**src/rtl/cpu_pkg.sv**
```systemverilog
// -----------------------------------------------------------------------------
// cpu_pkg
//
// Shared definitions for the 16-bit CPU instruction bus. The fetch unit that
// produces instructions and the decoder that consumes them both import this
// package, so they agree on widths, field positions and the HALT encoding.
//
// Contents:
//   ADDR_W / INSTR_W   program-counter and instruction widths
//   *_MSB / *_LSB      instruction field positions
//   HALT_OPCODE        opcode that stops instruction fetch
//   fetch_state_e      fetch-unit state encoding
// -----------------------------------------------------------------------------
package cpu_pkg;

    localparam int unsigned ADDR_W  = 8;
    localparam int unsigned INSTR_W = 16;

    // Instruction layout: [15:12] opcode, [11:10] reg1, [9:8] reg2, [7:0] adr
    localparam int unsigned OPC_MSB  = 15;
    localparam int unsigned OPC_LSB  = 12;
    localparam int unsigned REG1_MSB = 11;
    localparam int unsigned REG1_LSB = 10;
    localparam int unsigned REG2_MSB = 9;
    localparam int unsigned REG2_LSB = 8;
    localparam int unsigned ADR_MSB  = 7;
    localparam int unsigned ADR_LSB  = 0;

    localparam logic [OPC_MSB-OPC_LSB:0] HALT_OPCODE = 4'hF;

    typedef enum logic [2:0] {
        FS_IDLE,
        FS_FETCH,
        FS_WAIT,
        FS_ISSUE,
        FS_HALT
    } fetch_state_e;

endpackage : cpu_pkg

```
**src/rtl/instr_fetch_unit.sv**
```systemverilog
// -----------------------------------------------------------------------------
// instr_fetch_unit
//
// Sequential instruction fetch: holds the PC, reads one word at a time from
// program memory over a request/valid port and offers it to the decoder with
// a valid/ready handshake. The decoder's pc_jump selects the next PC; a HALT
// opcode stops fetching until reset.
//
// Ports:
//   clk, rst      clock, synchronous active-high reset
//   run           level-sensitive fetch enable
//   imem_req      one-cycle read strobe to program memory
//   imem_addr     read address (PC while imem_req, else 0)
//   imem_rdata    read data, qualified by imem_valid
//   imem_valid    read data valid
//   instr         registered instruction to decoder
//   instr_valid   instr is valid
//   instr_ready   decoder accepts instr
//   pc_jump       decoder jump decision, sampled on the handshake only
//   pc            address of the next or current fetch
//   halted        HALT retired; sticky until rst
// -----------------------------------------------------------------------------
module instr_fetch_unit
    import cpu_pkg::*;
#(
    parameter int unsigned                  ADDR_W      = cpu_pkg::ADDR_W,
    parameter int unsigned                  INSTR_W     = cpu_pkg::INSTR_W,
    parameter logic [OPC_MSB-OPC_LSB:0]     HALT_OPCODE = cpu_pkg::HALT_OPCODE
) (
    input  logic               clk,
    input  logic               rst,
    input  logic               run,
    output logic               imem_req,
    output logic [ADDR_W-1:0]  imem_addr,
    input  logic [INSTR_W-1:0] imem_rdata,
    input  logic               imem_valid,
    output logic [INSTR_W-1:0] instr,
    output logic               instr_valid,
    input  logic               instr_ready,
    input  logic               pc_jump,
    output logic [ADDR_W-1:0]  pc,
    output logic               halted
);

    localparam int unsigned ADR_W = ADR_MSB - ADR_LSB + 1;

    fetch_state_e       state_q, state_d;
    logic [ADDR_W-1:0]  pc_q,    pc_d;
    logic [INSTR_W-1:0] instr_q, instr_d;

    logic handshake;
    logic is_halt;

    // Next-PC mux: jump target is zero-extended or truncated to the PC width;
    // the sequential increment wraps naturally at 2^ADDR_W.
    function automatic logic [ADDR_W-1:0] next_pc(
        input logic [ADDR_W-1:0] cur_pc,
        input logic [ADR_W-1:0]  target,
        input logic              jump
    );
        if (jump) begin
            return ADDR_W'(target);
        end
        return cur_pc + ADDR_W'(1);
    endfunction

    assign handshake = (state_q == FS_ISSUE) && instr_ready;
    assign is_halt   = (instr_q[OPC_MSB:OPC_LSB] == HALT_OPCODE);

    always_comb begin
        // NOTE: every signal assigned here gets a default first, so no path
        // leaves it unassigned and no latch is inferred.
        state_d = state_q;
        pc_d    = pc_q;
        instr_d = instr_q;

        case (state_q)
            FS_IDLE: begin
                if (run) begin
                    state_d = FS_FETCH;
                end
            end
            FS_FETCH: begin
                state_d = FS_WAIT;
            end
            FS_WAIT: begin
                if (imem_valid) begin
                    instr_d = imem_rdata;
                    state_d = FS_ISSUE;
                end
            end
            FS_ISSUE: begin
                if (handshake) begin
                    if (is_halt) begin
                        // HALT wins over any jump decision; PC stays put.
                        state_d = FS_HALT;
                    end else begin
                        pc_d    = next_pc(pc_q, instr_q[ADR_MSB:ADR_LSB], pc_jump);
                        state_d = run ? FS_FETCH : FS_IDLE;
                    end
                end
            end
            FS_HALT: begin
                state_d = FS_HALT;
            end
            default: begin
                state_d = FS_IDLE;
            end
        endcase
    end

    always_ff @(posedge clk) begin
        // NOTE: state registers use non-blocking assignments so every flop
        // samples its pre-edge inputs regardless of process ordering.
        if (rst) begin
            state_q <= FS_IDLE;
            pc_q    <= '0;
            // NOTE: the instruction register is reset too, so the decoder bus
            // shows a known word after reset rather than stale data.
            instr_q <= '0;
        end else begin
            state_q <= state_d;
            pc_q    <= pc_d;
            instr_q <= instr_d;
        end
    end

    // Outputs decode directly from the registered state, so they are glitch
    // free relative to the clock and quiet in IDLE.
    assign imem_req    = (state_q == FS_FETCH);
    assign imem_addr   = imem_req ? pc_q : '0;
    assign instr       = instr_q;
    assign instr_valid = (state_q == FS_ISSUE);
    assign pc          = pc_q;
    assign halted      = (state_q == FS_HALT);

endmodule : instr_fetch_unit

```
**config.mk**
```make
export PLATFORM = sky130hd
export DESIGN_NAME = instr_fetch_unit
export DESIGN_NICKNAME = d
export VERILOG_FILES = /design/src/rtl/cpu_pkg.sv /design/src/rtl/instr_fetch_unit.sv
export SDC_FILE = /design/constraint.sdc
export NUM_CORES = 1
export LEC_CHECK = 0
export CAP_MARGIN = 20
export CORE_ASPECT_RATIO = 0.75
export CORE_MARGIN = 5
export CORE_UTILIZATION = 41
export DETAILED_ROUTE_END_ITERATION = 8
export PLACE_DENSITY_LB_ADDON = 0.2
export SYNTH_ARGS = -nofsm -noshare
export SYNTH_HDL_FRONTEND = slang
export SYNTH_SLANG_ARGS = --single-unit
export TNS_END_PERCENT = 50
```
**constraint.sdc**
```tcl
create_clock -name clk -period 1.8 [get_ports clk]
set_input_delay 0.18 -clock clk [delete_from_list [all_inputs] [get_ports clk]]
set_output_delay 0.18 -clock clk [all_outputs]
set_load 0.02 [all_outputs]
```
==> out/metrics.csv <==
stage,metric,value,unit
status,outcome,"complete, no violations",
synth,synth_area_leaders,"dfxtp_1 (42%), nand2_1 (12%), a21oi_1 (9.2%)",
critical_path,max_stage_delay,340,ps
sta,slew_viol_final,0,
critical_path,timing.rr.start,state_q[2]$_SDFFE_PP0P_,
synth,synth_top_family_by_area,simple AND/OR/NAND/NOR gates,
floorplan,dieHeight,58.8,um
placement,gp_congestion,0.848,
power_and_ir_drop,leakage,0.743,nW
sta,tns,0,ps
global_route,grt_overflow,0,
critical_path,crit_start,state_q[0]$_SDFFE_PP0P_,
power_and_ir_drop,total_power,0.00145,W
clocking,htree_num_levels,1,
placement,dp_slack,175,ps
global_route,grt_pass1_vias,1368,
synth,synthCells,168,
route,drtPass1Iterations,4,
global_route,grt_first_pass_wirelength,6160,um
critical_path,crit_path_end_kind,primary output,
clocking,cts_buffer_depth,2,
synth,yosysTopAreaCellShare,0.416,
clocking,path_clk_slew,90,ps
global_route,grt_max_degree,18,
clocking,cts_sinks,27,
floorplan,initial_core_util,0.433,
synth,synth_most_common_cell,nand2_1,
sta,hold_viol,0,
critical_path,crit_end,imem_addr[0],
sta,fin_skew,2.53,ps
sta,finalCritPeriodShare,0.891,
route,finalWirelength,3660,um
route,vias,1393,
synth,yosysSeqAreaShare,0.416,
power_and_ir_drop,irDropWorstVdd,620,uV
route,drc,0,
clocking,worstSkewPairLatency,270,ps
synth,netlist_area,1300,um^2
synth,synth_simple_gate_area_frac,0.316,
route,viasPerCell,5.30,
cells_and_area,drive_above_1_share,0.0711,
synth,synthAdderAreaFrac,0.00962,
min_path,holdPathStages,3,
min_path,holdCritPathClass,primary input to flop,
power_and_ir_drop,power_density,744,nW/um^2
synth,muxShareOfSynthArea,0.0231,
critical_path,cp_max_fo,9,
clocking,post-cts-setup-buffer-count,0,
synth,synth-compound-area-share,0.185,
critical_path,slowest_stage,dfxtp_1,
placement,port_buffers,56,
synth,yosys_warnings,0,
synth,synth_top_flop_cell,dfxtp_1,
route,wl_per_cell,13.9,um
floorplan,num_io_pins,57,
sta,tightest_slew,541,ps
flow_run,cap_violations,0,
synth,synthArstFlopShare,0,
sta,finalSetupViolations,0,
clocking,cts_root_buf,clkbuf_8,
sta,relSlewSlack,0.638,
critical_path,crit_path_cell_trace,nor3b_1 > buf_4 > and2_1 > dlygate4sd2_1,
floorplan,rows,17,
cells_and_area,nets,249,
synth,yosysTopAreaCell,dfxtp_1,
critical_path,critical_path.top_delay_family,buffers and inverters,
synth,synth_edf_count,0,
critical_path,crit_required,1620,ps
clocking,cts_buffers,3,
cells_and_area,diodes,0,
sta,fin_ws,197,ps
sta,fmax,624,MHz
critical_path,worstPathArrival,1420,ps
synth,synth_common_cells,"nand2_1 (42), dfxtp_1 (27), a21oi_1 (24), and2_1 (8), nor2_1 (8)",
placement,hpwl,2810,um
clocking,cts_tree,built,
floorplan,core_area,3000,um^2
critical_path,cp.depth,4,
floorplan,die_area,4410,um^2
synth,syn_area_per_cell,7.74,um^2
global_route,grt_use_total,0.176,
cells_and_area,area_growth,49.9,%
synth,ys_ff_latch,27,
floorplan,dieWidth,75.0,um
critical_path,cp-start-kind,flop,
synth,synth_xor_area_frac,0,
route,drt_iter0_drc,63,
route,ant_nets,0,
synth,synthesis.nets,191,
critical_path,r2r_end,pc[1]$_SDFFE_PP0P_,
critical_path,r2r_cells,5,
critical_path,crit_buf_inv,2,
critical_path,criticalPathCategory,flop to primary output,
synth,synthDistinctLibCells,35,
sta,fin_crit,1600,ps
global_route,antenna_found_initial,0,
critical_path,r2r_slack,240,ps
sta,rsz0062_at_grt,false,
[registers in the layout, indices dropped and copies added (netlist names)]
name / flops
state_q: 3
instr: 16
pc: 8
[cell usage in the layout, fill, tap and decap left out, types with 2 or more instances in the layout]
master            n
nor2_1            8
dfxtp_1          27
and2_1            8
clkdlybuf4s50_1  45
nand2b_1          3
clkbuf_8          3
a21oi_1          24
dlygate4sd2_1    10
nor3_1            3
nor3b_1           2
nand4_1           3
a31oi_1           3
o21ai_0           7
mux2i_1           3
and3_1            3
nand3_1           4
buf_4             9
nand2_1          42
[power breakdown]
part           leakage (nW)  internal (W)  switching (W)  total (W)
Clock                0.0228      0.000158       0.000174   0.000333
Combinational         0.502      0.000210       0.000235   0.000446
Sequential            0.219      0.000641      0.0000307   0.000672
[worst min-delay path by stage]
stage	from	slack (ps)	endpoint
6_report	imem_rdata[4]	450	instr[4]$_SDFFE_PP0P_
5_1_grt	imem_rdata[9]	440	instr[9]$_SDFFE_PP0P_
4_1_cts	imem_rdata[4]	450	instr[4]$_SDFFE_PP0P_
3_5_place_dp	instr[11]$_SDFFE_PP0P_	450	instr[11]$_SDFFE_PP0P_
3_3_place_gp	instr[9]$_SDFFE_PP0P_	440	instr[9]$_SDFFE_PP0P_
2_1_floorplan	imem_rdata[10]	320	instr[10]$_SDFFE_PP0P_
[cell families (layout without fill, tap and decap cells)]
| logic type | count (synthesis) | count (layout) |
|---|---|---|
| compound gates | 42 | 42 |
| buf+inv | 13 | 70 |
| simple gates | 82 | 82 |
| mux | 3 | 3 |
| fa+ha+maj | 1 | 1 |
| flops | 27 | 27 |
[worst register-to-register path: stages (launching register included)]
cell and delay, ps:
dfxtp_1 320, buf_4 150, and3b_4 330, and3_1 340, nor2_1 80, a211oi_1 240
[stage by stage]
step,utilization,instances,hold slack (ps),area (um^2)
3_3_place_gp,0.638,259,443,1910
4_1_cts,0.649,263,454,1950
6_report,0.650,263,455,1950
2_1_floorplan,-,168,316,1300
3_5_place_dp,0.638,259,452,1910
5_1_grt,0.650,263,444,1950
[layer usage]
| metal | global-route usage | vias up | routed length, um |
|---|---|---|---|
| li1 | - | 695 | - |
| met4 | 0.0381 | 0 | 59 |
| met5 | 0 | - | 0 |
| met3 | 0.0546 | 6 | 248 |
| met2 | 0.298 | 43 | 1690 |
| met1 | 0.218 | 649 | 1660 |
[final cells by class]
| class | count | area [um^2] |
|---|---|---|
| Sequential cell | 27 | 541 |
| Tap cell | 38 | 47.5 |
| Inverter | 1 | 3.75 |
| Clock buffer | 4 | 45.0 |
| Fill cell | 264 | 1050 |
| Timing Repair Buffer | 65 | 618 |
| Multi-Input combinational cell | 128 | 693 |
[what timing repair did]
action                     4_1_cts  5_1_grt
gates resized for setup         10        1
hold buffers                     0        0
setup endpoints to repair       10        1
No activity file was read; power rests on OpenSTA's default activity.
